==> config.mk <==
export PLATFORM = sky130hd
export DESIGN_NAME = mod15_capture_fifo
export DESIGN_NICKNAME = d
export VERILOG_FILES = /design/src/rtl/mod15_capture_fifo.sv
export SDC_FILE = /design/constraint.sdc
export NUM_CORES = 1
export LEC_CHECK = 0
export CAP_MARGIN = 30
export CORE_ASPECT_RATIO = 0.75
export CORE_UTILIZATION = 52
export CTS_CLUSTER_DIAMETER = 150
export DETAILED_ROUTE_END_ITERATION = 6
export HOLD_SLACK_MARGIN = 0.08
export PLACE_DENSITY = 0.76
export SYNTH_ARGS = -nofsm -noshare
export SYNTH_HDL_FRONTEND = slang
export SYNTH_SLANG_ARGS = --single-unit
==> constraint.sdc <==
create_clock -name clock -period 2.55 [get_ports clock]
set_input_delay 0.51 -clock clock [delete_from_list [all_inputs] [get_ports clock]]
set_output_delay 0.51 -clock clock [all_outputs]
set_load 0.1 [all_outputs]
==> src/rtl/mod15_capture_fifo.sv <==
// Show-ahead capture FIFO for the mod-15 counter: snapshots the count plus the
// number of 14->0 wraps seen since the previous accepted capture.
module mod15_capture_fifo #(
    parameter int DEPTH  = 8,
    parameter int WRAP_W = 4
) (
    input  logic                       clock,
    input  logic                       resetn,
    input  logic [3:0]                 count_in,
    input  logic                       count_load,
    input  logic                       capture,
    input  logic                       out_ready,
    input  logic                       clear_err,
    output logic                       out_valid,
    output logic [3:0]                 out_count,
    output logic [WRAP_W-1:0]          out_wraps,
    output logic [$clog2(DEPTH):0]     level,
    output logic                       full,
    output logic                       overflow,
    output logic                       range_err
);

    localparam int AW = $clog2(DEPTH);
    localparam int LW = AW + 1;
    localparam logic [WRAP_W-1:0] WRAP_MAX = '1;

    logic [3:0]        mem_count [DEPTH];
    logic [WRAP_W-1:0] mem_wraps [DEPTH];

    logic [AW-1:0]     wr_ptr;
    logic [AW-1:0]     rd_ptr;
    logic [3:0]        prev_count;
    logic              load_q;
    logic [WRAP_W-1:0] wrap_acc;

    logic              wrap_now;
    logic [WRAP_W-1:0] wrap_sum;
    logic              push;
    logic              pop;
    logic              drop;

    // A 14->0 step that follows a load is the load landing, not a wrap.
    assign wrap_now  = (prev_count == 4'd14) && (count_in == 4'd0) && !load_q;
    assign wrap_sum  = (wrap_now && (wrap_acc != WRAP_MAX)) ? wrap_acc + WRAP_W'(1) : wrap_acc;

    assign out_valid = (level != '0);
    assign full      = (level == LW'(DEPTH));
    assign pop       = out_valid && out_ready;
    assign push      = capture && (!full || pop);
    assign drop      = capture && full && !pop;

    assign out_count = out_valid ? mem_count[rd_ptr] : 4'd0;
    assign out_wraps = out_valid ? mem_wraps[rd_ptr] : '0;

    // NOTE: storage has no reset; empty entries are never visible because the
    // head outputs are masked by out_valid, so only pointers/level need clearing.
    always_ff @(posedge clock) begin
        if (push) begin
            mem_count[wr_ptr] <= count_in;
            mem_wraps[wr_ptr] <= wrap_sum;
        end
    end

    always_ff @(posedge clock or negedge resetn) begin
        if (!resetn) begin
            wr_ptr     <= '0;
            rd_ptr     <= '0;
            level      <= '0;
            prev_count <= 4'd0;
            load_q     <= 1'b0;
            wrap_acc   <= '0;
            overflow   <= 1'b0;
            range_err  <= 1'b0;
        end else begin
            prev_count <= count_in;
            load_q     <= count_load;

            if (push) begin
                wr_ptr <= wr_ptr + AW'(1);
            end
            if (pop) begin
                rd_ptr <= rd_ptr + AW'(1);
            end

            if (push && !pop) begin
                level <= level + LW'(1);
            end else if (pop && !push) begin
                level <= level - LW'(1);
            end

            // A dropped capture leaves the accumulator running.
            wrap_acc <= push ? '0 : wrap_sum;

            if (drop) begin
                overflow <= 1'b1;
            end else if (clear_err) begin
                overflow <= 1'b0;
            end

            if (count_in == 4'd15) begin
                range_err <= 1'b1;
            end else if (clear_err) begin
                range_err <= 1'b0;
            end
        end
    end

endmodule

* Yosys cells after proc, flatten, opt, wreduce, memory -nomap -nowiden *
Memories as Yosys holds them, arrays and structs flattened.
Index checks and enable logic that the tools add are counted.

storage, ports and cells
  output and inout port bits = 16
  bits of input ports = 10
  memories kept = 2
  bits in writable memories = 64
  flip-flop bits (word level) = 21

memories
  memory     depth  width  rd ports  clocked after memory_dff  wr ports  RTL line  text
  mem_count  8      4      1         0                         1         27        logic [3:0] mem_count [DEPTH];
  mem_wraps  8      4      1         0                         1         28        logic [WRAP_W-1:0] mem_wraps [DEPTH];

operators by class
  multiplexer cells = 11
  add/subtract/negate cells = 5
  reductions and logical operators = 19
  eq/ne operators = 4

operators with widths
  cell                                               number
  2-to-1 mux 4 bit                                   6
  equality test 4 bit (second input constant)        3
  logical AND 1 bit                                  9
  adder 4 x 1 -> 4 bit (second input constant)       2
  adder 3 x 1 -> 3 bit (second input constant)       2
  nonzero test 2 bit                                 3
  2-to-1 mux 1 bit                                   5
  zero test 1 bit                                    4
  zero test 4 bit                                    1
  != test 4 bit (second input constant)              1
  nonzero test 4 bit                                 1
  subtractor 4 x 1 -> 4 bit (second input constant)  1
  logical OR 1 bit                                   1

* Longest topological paths before layout *
Gate-level depths: netlist of the first run.

  depth after elaboration = 8
  gate-level depth with buffers = 10
  depth with buffers taken out = 10

* Worst setup path before layout of the first run *
Ideal clock, no wire load.

  path kind = register -> register
  start point = register level[1]
  end point = register level[3]
  cell stages (with the launch flop) = 10
  period minus slack after synthesis = 3.759 ns
  path buffers = 0
  required time = 2.414 ns
  arrival = 3.623 ns
  path slack = -1.209 ns
  cells stage by stage = dfrtp_1 > nor4_2 > inv_1 > nand2_1 > ha_1 > inv_1 > ha_1 > a21o_1 > a2111oi_0 > o31ai_1

on the way
  longest elaborated chain between the ends = 7
  elaborated cells between the ends (all ways) = 15

RTL lines
  what                          RTL line  text
  start, declared               17        output logic [$clog2(DEPTH):0] level,
  start signal, assigned        86        level <= level + LW'(1);
  start signal, assigned        88        level <= level - LW'(1);
  nonzero test 4 bit *          46        assign out_valid = (level != '0);
  net out_valid                 14        output logic out_valid,
  logical AND 1 bit *           48        assign pop = out_valid && out_ready;
  logical OR 1 bit              49        assign push = capture && (!full || pop);
  logical AND 1 bit             49
  zero test 1 bit               87        end else if (pop && !push) begin
  logical AND 1 bit             87
  nonzero test 2 bit (no line)  n/a

The timed path passes the listed nets; every way through them passes the cells marked *. The select of a mux whose other input is x is not followed.
A chain may end at the register's enable or synchronous reset.

* Final worst setup path of the first run *
  start point = register level[0]
  end point = register level[3]

on the way
  longest elaborated chain between the ends = 7
  elaborated cells between the ends (all ways) = 15

RTL lines
  what                                                              RTL line  text
  equality test 4 bit / nonzero test 4 bit (equally long branches)  47, 46
  zero test 1 bit / logical AND 1 bit (equally long branches)       49, 48
  logical OR 1 bit *                                                49
  logical AND 1 bit *                                               49
  net push                                                          38        logic push;
  zero test 1 bit                                                   87
  logical AND 1 bit                                                 87
  nonzero test 2 bit (no line)                                      n/a

Marks and branches as above.

==> results of run 1 <==
-- state kept, by name, summed over array words and instances (netlist names) --
signal / cells
range_err: 1
load_q: 1
wrap_acc: 4
level: 4
mem_count: 32
mem_wraps: 32
rd_ptr: 3
prev_count: 4
wr_ptr: 3
overflow: 1
-- worst min path at each step --
stage                                startpoint                     to  slack [ps]  cells past startpoint
after floorplan                          resetn   level[2]$_DFFE_PN0P_         210                      0
after CTS                                resetn  wr_ptr[0]$_DFFE_PN0P_         500                      2
final                                    resetn  wr_ptr[0]$_DFFE_PN0P_         500                      2
after detailed placement   overflow$_DFFE_PN0P_   overflow$_DFFE_PN0P_         540                      2
after global placement    range_err$_DFFE_PN0P_  range_err$_DFFE_PN0P_         530                      2
after global routing                     resetn   level[1]$_DFFE_PN0P_         510                      2
-- cell usage after synthesis (all sizes together) --
library cell  count  area share [%]
o21ai             7             1.3
o32ai             1            0.25
a21o              1            0.21
or4               1            0.21
mux2              3            0.97
nand3             3            0.43
edfxtp           64              55
a21oi             3            0.43
inv               7            0.75
nand2            13             1.4
nor4              2            0.54
or3               1            0.18
ha                6             2.1
clkbuf            2            0.21
xor2              1            0.25
fa                1            0.57
or3b              1            0.25
nand4             2            0.36
a2111oi           1            0.25
dfrtp            21              15
nor3              9             1.3
and2              1            0.21
mux4             16              10
nor2             12             1.3
o31ai             1            0.21
and3              1            0.18
nand2b            3            0.54
mux2i             9             2.6
and4b             1            0.29
buf               4            0.50
xnor2             6             1.5
or4b              1            0.39
-- per-stage QoR --
stage          utilization (%)  instances  setup TNS [ps]
4_1_cts                  68.00        344               0
2_1_floorplan                -        205           -5437
6_report                 68.53        348          -2.495
5_1_grt                  68.53        348          -77.67
3_5_place_dp             64.76        326          -67.97
3_3_place_gp             64.76        326               0
-- area by class of cell --
cell class / count / area [um2]
inverters: 7 / 35.03
well taps: 81 / 101.3
fillers: 401 / 2018
clock inverters: 6 / 63.81
flip-flops and latches: 85 / 2460
clock buffers: 10 / 127.6
repair buffers: 52 / 550.5
multi-input cells: 107 / 1056
-- critical path: cells and delay by family (launching register included) --
family / cells / cell delay [ps]
buf+inv: 2 / 130
flops: 1 / 490
mux: 1 / 220
fa+ha+maj: 2 / 350
compound gates: 4 / 650
simple gates: 1 / 580
-- cells by family (layout without fill, tap and decap cells) --
group,count (synthesis),after routing,synth area share (%)
AND/OR/NAND/NOR,51,51,7.549
buffers and inverters,13,75,1.467
AO/OA/AOI/OAI,14,14,2.684
multiplexers,28,28,13.85
flip-flops,85,85,69.98
XOR/XNOR,7,7,1.753
adder cells (fa/ha/maj),7,7,2.719
-- timing repair --
action | in CTS | in global routing
setup endpoints to repair | 9 | 3
endpoints found under the hold margin | 0 | 0
buffers inserted | 2 | 4
gates cloned | 0 | 0
pin swaps | 1 | 4
gates resized for setup | 1 | 2
-- routing by layer --
metal	track usage (%)	vias up	part of all wire, %
met4	7.131	0	1.3
met3	7.471	8	5.7
li1	-	905	-
met2	32.86	64	47
met1	31.26	988	46
met5	0	-	0
==> out/qor.yml, run 1 <==
worst_setup_path:
  reg2reg_to: "level[3]$_DFFE_PN0P_"
  cpMostUsedCell: "ha_4"
  end_kind: "register"
  cp-startpoint: "level[0]$_DFFE_PN0P_"
  arrival_ps: 2790
  reg2reg_from: "level[0]$_DFFE_PN0P_"
  slowest_delay_ps: 580
  worstRegToRegCells: 10
  crit_slowest_cell: "or4b_4"
  crit_path_start_kind: "register"
  reg2reg_slack_ps: -2
  cp_max_fo: 4
  critical_path_class: "register to register"
  required_ps: 2780
  crit_chain: "or4b_4 > o21ai_4 > inv_2 > ha_4 > inv_6 > ha_4 > a21o_1 > a21oi_2 > mux2i_1 > o31ai_1"
  crit_path_end: "level[3]$_DFFE_PN0P_"
sta:
  layout_min_cycle_time_ps: 2552
  worstMarginPinSlew_ps: 647.3
  fmax_mhz: 391.8
  relSlewSlack_pct: 56.85
  fin_skew_ps: 7.696
  rsz0062_at_grt: "yes"
  holdWs_ps: 504.2
  setup_viol: 1
  min_period_over_period_pct: 100.1
  setup_ws_ps: -2.495
  hold_viol_final: 0
  drv_slew: 0
detailed_routing:
  drt_wl_total_mm: 7.106
  dr.first_iter.drc_count: 207
  drc_errors: 0
  detail-route-antenna-nets: 0
  vias: 1965
  avgRoutedWirePerCell_um: 20.42
  drt-pass1-iter-count: 4
  viasPerCell: 5.647
die:
  std_cell_rows: 25
  ios: 26
  core_mm2: 0.006412
  floorplan.initialDensity_pct: 54.54
  die_h_um: 73.02
  die_w_um: 96.70
  die-area_mm2: 0.007061
placement:
  preCtsSetupSlack_ps: -67.97
  portBuffers: 25
  placed_cell_area_mm2: 0.004153
  hpwlAfterDp_mm: 4.670
  gp_congestion: 0.7932
cells_and_area:
  design_area_mm2: 0.004394
  final_common_cell: "edfxtp_1"
  syn2layout_area_growth_pct: 25.65
  final_cell_mix: "edfxtp_1, buf_4, mux4_2"
  antennaDiodeCount: 0
  nets: 279
  drive_gt1_share_pct: 36.33
clock_network:
  clock-sinks: 85
  hold_buffers: 0
  htree_levels: 3
  clk_path_buf_depth: 2
  cts_tree: "yes"
  path_clk_slew_ps: 80
  worstSkewPairLatency_ps: 350
  numCtsBuffers: 9
  root_buffer: "clkbuf_8"
outcome:
  outcome: "finished, violations left"
  violations: "negative setup slack"
yosys:
  syn_area_per_cell_um2: 17.06
  seq_area_frac_synth_pct: 69.98
  synth_seq_cells: 85
  syn_area_mm2: 0.003497
  synth_cells: 205
  ys_types: 36
  synth_warnings: 0
  synth_nets: 222
grt:
  track_usage_pct: 22.13
  grt_pass1_vias: 2010
  grt_pass1_wl_mm: 10.99
  antenna_found_initial: 0
  grt_max_degree: 22
  overflow: 0
worst_hold_path:
  hp-class: "input port to asynchronous set/reset pin"
flow_run:
  maxCapViolCount: 0
Power of run 1 is left out: the tool's default activity adds up to more than one toggle a clock period on the data nets, which glitch-free logic cannot reach.
==> run 2: changes to the inputs <==
--- a/config.mk
+++ b/config.mk
@@ -12,6 +12,7 @@
 export DETAILED_ROUTE_END_ITERATION = 6
 export HOLD_SLACK_MARGIN = 0.08
 export PLACE_DENSITY = 0.76
+export RECOVER_POWER = 100
 export SYNTH_ARGS = -nofsm -noshare
 export SYNTH_HDL_FRONTEND = slang
 export SYNTH_SLANG_ARGS = --single-unit
==> run 2 against run 1 <==
The flow still finishes with violations (negative setup slack); sequential cell count stayed put; hold slack better by 29 ps; global-route usage unchanged; final area down 0.97%; maximum frequency about the same; non-clock buffer count is the same; via count increased by 1.8%; clock-buffer cell count unchanged; clock skew down 0.74 ps; largest cell class unchanged.
==> out/qor.yml, run 2 (same netlist as run 1, synthesis figures left out) <==
grt:
  antenna_found_initial: 0  # unchanged
  grt_max_degree: 22  # unchanged
  grt_pass1_vias: 2010  # unchanged
  grt_pass1_wl_mm: 10.99  # unchanged
  overflow: 0  # unchanged
  track_usage_pct: 22.13  # unchanged
sta:
  rsz0062_at_grt: "yes"
  fin_skew_ps: 6.958  # -0.7377 ps
  setup_ws_ps: -0.9961  # +1.499 ps
  holdWs_ps: 533.1  # +28.95 ps
  layout_min_cycle_time_ps: 2551  # -1.499 ps
  fmax_mhz: 392.0  # about the same
  worstMarginPinSlew_ps: 1212  # +564.8 ps
  min_period_over_period_pct: 100.0  # about the same
  relSlewSlack_pct: 19.19  # -38 points
  setup_viol: 1  # unchanged
  drv_slew: 0  # unchanged
  hold_viol_final: 0  # unchanged
clock_network:
  path_clk_slew_ps: 80  # about the same
  hold_buffers: 0  # unchanged
  numCtsBuffers: 9  # unchanged
  worstSkewPairLatency_ps: 350  # about the same
  htree_levels: 3  # unchanged
  cts_tree: "yes"
  clk_path_buf_depth: 2  # unchanged
  root_buffer: "clkbuf_8"
  clock-sinks: 85  # unchanged
worst_setup_path:
  critical_path_class: "register to register"
  crit_path_start_kind: "register"
  arrival_ps: 2780  # about the same
  reg2reg_slack_ps: -1  # about the same
  end_kind: "register"
  cp_max_fo: 4  # unchanged
  required_ps: 2780  # about the same
cells_and_area:
  drive_gt1_share_pct: 32.21  # -4.1 points
  nets: 279  # unchanged
  reg_top3: "mem_count x32, mem_wraps x32"
  final_cell_mix: "edfxtp_1, buf_4, mux4_2"
  antennaDiodeCount: 0  # unchanged
  syn2layout_area_growth_pct: 24.44
  design_area_mm2: 0.004352  # -0.97%
  final_common_cell: "edfxtp_1"
die:
  floorplan.initialDensity_pct: 54.54  # unchanged
  core_mm2: 0.006412  # unchanged
  ios: 26  # unchanged
  die_h_um: 73.02  # unchanged
  die-area_mm2: 0.007061  # unchanged
  die_w_um: 96.70  # unchanged
  std_cell_rows: 25  # unchanged
placement:
  placed_cell_area_mm2: 0.004153  # unchanged
  preCtsSetupSlack_ps: -67.97  # unchanged
  portBuffers: 25  # unchanged
  gp_congestion: 0.7932  # unchanged
  hpwlAfterDp_mm: 4.670  # unchanged
detailed_routing:
  viasPerCell: 5.747  # +1.8%
  dr.first_iter.drc_count: 203  # -1.9%
  drt-pass1-iter-count: 4  # unchanged
  detail-route-antenna-nets: 0  # unchanged
  drt_wl_total_mm: 7.158  # +0.73%
  avgRoutedWirePerCell_um: 20.57  # +0.73%
  vias: 2000  # +1.8%
  drc_errors: 0  # unchanged
outcome:
  outcome: "finished, violations left"
  violations: "negative setup slack"
flow_run:
  maxCapViolCount: 0  # unchanged
worst_hold_path:
  hp-class: "register to register"
-- run 2: cell count changes in the layout (fill, tap and decap cells not counted), sizes merged --
| cell | change |
|---|---|
| clkdlybuf4s50 | -6 |
| dlygate4sd3 | +6 |
| clkbuf | +12 |
| buf | -12 |
-- run 2: final timing paths --
check | startpoint | end | depth (start not counted)
setup / recovery | level[0]$_DFFE_PN0P_ | level[3]$_DFFE_PN0P_ | 10
hold / removal | rd_ptr[0]$_DFFE_PN0P_ | rd_ptr[0]$_DFFE_PN0P_ | 1
setup reg to reg | level[0]$_DFFE_PN0P_ | level[3]$_DFFE_PN0P_ | 10
hold reg to reg | rd_ptr[0]$_DFFE_PN0P_ | rd_ptr[0]$_DFFE_PN0P_ | 1
max in group asynchronous | resetn | level[0]$_DFFE_PN0P_ | 2
min in group asynchronous | resetn | wr_ptr[0]$_DFFE_PN0P_ | 2
-- run 2: critical path, cell delays in order (launching register included) --
cell     delay [ps]
dfrtp_4         490
or4b_4          580
o21ai_4         180
inv_2            70
ha_4            180
inv_6            70
ha_4            190
a21o_1          200
a21oi_2         170
mux2i_1         220
o31ai_1         100
-- run 2: area by class of cell --
type,instances,area [um2]
Timing Repair Buffer,52,508.0
Multi-Input combinational cell,107,1056
Inverter,7,35.03
Sequential cell,85,2460
Tap cell,81,101.3
Clock buffer,10,127.6
Fill cell,417,2061
Clock inverter,6,63.81
-- run 2: per-layer routing --
layer | up-vias | wire [um] | share of wire [%] | track usage [%]
met3 | 6 | 415 | 5.8 | 7.471
met2 | 72 | 3315 | 46 | 32.86
met5 | - | 0 | 0 | 0
met1 | 1015 | 3359 | 47 | 31.26
li1 | 907 | - | - | -
met4 | 0 | 68 | 0.95 | 7.131
-- run 2: per-stage QoR --
| step | cells | TNS, ps | utilization [%] |
|---|---|---|---|
| finish | 348 | -0.9961 | 67.86 |
| global route | 348 | -77.67 | 67.86 |
| CTS | 344 | 0 | 68.00 |
| detailed placement | 326 | -67.97 | 64.76 |
| global placement | 326 | 0 | 64.76 |
| floorplan | 205 | -5437 | - |
-- run 2: repair_timing --
action / CTS / global route
setup buffers: 2 / 4
setup endpoints to repair: 9 / 3
pin swaps: 1 / 4
hold endpoints to repair: 0 / 0
resized for setup: 1 / 2
Power of run 2 is left out for the same reason.
==> run 3: changes to the inputs <==
--- a/config.mk
+++ b/config.mk
@@ -9,9 +9,10 @@
 export CORE_ASPECT_RATIO = 0.75
 export CORE_UTILIZATION = 52
 export CTS_CLUSTER_DIAMETER = 150
+export CTS_CLUSTER_SIZE = 30
 export DETAILED_ROUTE_END_ITERATION = 6
 export HOLD_SLACK_MARGIN = 0.08
-export PLACE_DENSITY = 0.76
+export PLACE_DENSITY_LB_ADDON = 0.1
 export RECOVER_POWER = 100
 export SYNTH_ARGS = -nofsm -noshare
 export SYNTH_HDL_FRONTEND = slang
==> run 3 against run 2 <==
The flow still finishes with violations (negative setup slack); final cell count did not move; clock skew rose by 8.4 ps; global-route usage rose by 1.1 points; die area did not move; final area fell by 2.4%; clock-buffer cell count fell by 1; first-iteration DRC count fell by 17%; register-to-register slack barely moved; via count rose by 1.7%; highest routed layer unchanged.
==> out/qor.yml, run 3 (same netlist as run 1, synthesis figures left out) <==
grt:
  track_usage_pct: 23.25  # +1.1 points
  use_met2_pct: 35.68  # +2.8 points
  antenna_found_initial: 0  # unchanged
  overflow: 0  # unchanged
  grt_pass1_vias: 2092  # +4.1%
  grt_max_degree: 22  # unchanged
  grt-busiest-layer: "met2"
  use_met3_pct: 5.843  # -1.6 points
  met1_usage_pct: 32.67  # +1.4 points
  grt_pass1_wl_mm: 11.72  # +6.6%
cells_and_area:
  final_common_cell: "edfxtp_1"
  fillerInstances: 423  # +1.4%
  final_cell_mix: "edfxtp_1, mux4_2, dfrtp_1, buf_4, clkbuf_1"
  final_cell_count_no_fill: 348  # unchanged
  nets: 279  # unchanged
  reg_top3: "mem_count x32, mem_wraps x32"
  antennaDiodeCount: 0  # unchanged
  design_area_mm2: 0.004248  # -2.4%
  drive_gt1_share_pct: 29.21  # -3.0 points
  syn2layout_area_growth_pct: 21.47
die:
  core_mm2: 0.006412  # unchanged
  die_w_um: 96.70  # unchanged
  floorplan.initialDensity_pct: 54.54  # unchanged
  ios: 26  # unchanged
  die_h_um: 73.02  # unchanged
  std_cell_rows: 25  # unchanged
  die-area_mm2: 0.007061  # unchanged
detailed_routing:
  drt-pass1-iter-count: 7  # +3
  detail-route-antenna-nets: 0  # unchanged
  avgRoutedWirePerCell_um: 21.60  # +5.0%
  drc_errors: 0  # unchanged
  viasPerCell: 5.845  # +1.7%
  dr.first_iter.drc_count: 168  # -17%
  drt_wl_total_mm: 7.518  # +5.0%
  vias: 2034  # +1.7%
sta:
  fmax_mhz: 390.5  # -0.39%
  fin_skew_ps: 15.35  # +8.395 ps
  setup-tns-final_ps: -10.96  # -9.963 ps
  rsz0062_at_grt: "yes"
  hold_viol_final: 0  # unchanged
  worstMarginPinSlew_ps: 1162  # -50.39 ps
  min_period_over_period_pct: 100.4  # +0.39 points
  layout_min_cycle_time_ps: 2561  # +9.963 ps
  drv_slew: 0  # unchanged
  setup_ws_ps: -10.96  # -9.963 ps
  relSlewSlack_pct: 22.55  # +3.4 points
  setup_viol: 1  # unchanged
clock_network:
  clock-sinks: 85  # unchanged
  path_clk_slew_ps: 90  # about the same
  numCtsBuffers: 9  # unchanged
  root_buffer: "clkbuf_8"
  htree_levels: 3  # unchanged
  clk_path_buf_depth: 2  # unchanged
  cts_tree: "yes"
  worstSkewPairLatency_ps: 350  # about the same
placement:
  hpwlAfterDp_mm: 4.925  # +5.5%
  placed_cell_area_mm2: 0.004131  # -0.51%
  dp.cells: 324  # -0.61%
  gp_congestion: 0.7474  # -5.8%
  portBuffers: 25  # unchanged
worst_setup_path:
  critical_path.top_delay_family: "compound AO/OA/AOI/OAI gates"
  required_ps: 2770  # about the same
  worstRegToRegCells: 10  # unchanged
  arrival_ps: 2790  # about the same
  cp_max_fo: 4  # unchanged
  crit_slowest_cell: "or4b_4"
  critical_path_class: "register to register"
  slowest_delay_ps: 580  # about the same
  cpMostUsedCell: "ha_4"
  critPathBufInv: 2  # unchanged
  crit_path_start_kind: "register"
  end_kind: "register"
  crit_chain: "or4b_4 > o21ai_4 > inv_2 > ha_4 > inv_4 > ha_4 > a21o_1 > a21oi_2 > mux2i_1 > o31ai_1"
  cp.depth: 10  # unchanged
worst_hold_path:
  hp-class: "register to register"
  worstHoldPathCells: 2  # +1
outcome:
  violations: "negative setup slack"
  outcome: "finished, violations left"
flow_run:
  maxCapViolCount: 0  # unchanged
-- run 3: timing repair --
action	CTS	global route
setup buffers	8	0
gates resized for setup	1	0
pin swaps	5	5
hold buffers	0	0
setup endpoints to repair	9	2
-- run 3: layout make-up --
type | count | area (um2) | area share, %
Sequential cell | 85 | 2459 | 57.88
Multi-Input combinational cell | 107 | 1050 | 24.71
Clock inverter | 7 | 87.58 | 2.062
Clock buffer | 9 | 123.9 | 2.916
Inverter | 7 | 32.53 | 0.7658
Tap cell | 81 | 101.3 | 2.386
Timing Repair Buffer | 52 | 394.1 | 9.278
-- run 3: metal layers --
layer | up-vias | part of all wire [%]
met5 | - | 0
met2 | 81 | 47
li1 | 909 | -
met1 | 1028 | 45
met4 | 0 | 1.6
met3 | 16 | 5.9
-- run 3: worst paths after layout --
kind / to / slack [ps] / from
max: level[3]$_DFFE_PN0P_ / -10 / level[1]$_DFFE_PN0P_
max in group asynchronous: level[1]$_DFFE_PN0P_ / 830 / resetn
min reg2reg: overflow$_DFFE_PN0P_ / 540 / overflow$_DFFE_PN0P_
max reg2reg: level[3]$_DFFE_PN0P_ / -10 / level[1]$_DFFE_PN0P_
min: overflow$_DFFE_PN0P_ / 540 / overflow$_DFFE_PN0P_
min in group asynchronous: level[2]$_DFFE_PN0P_ / 900 / resetn
-- run 3: worst register-to-register path: stages, from the launching register on --
cell and delay [ps]:
dfrtp_4 510, or4b_4 580, o21ai_4 150, inv_2 70, ha_4 160, inv_4 70, ha_4 190, a21o_1 200
a21oi_2 160, mux2i_1 240, o31ai_1 110
-- run 3: stage by stage --
stage          setup WS (ps)  util, %  hold slack, ps
2_1_floorplan         -611.0        -           214.4
3_3_place_gp           76.28    64.43           522.9
3_5_place_dp          -62.64    64.43           535.7
4_1_cts               -26.06    68.68           492.3
5_1_grt               -74.56    66.24           578.4
6_report              -10.96    66.24           539.7
Power of run 3 is left out for the same reason.
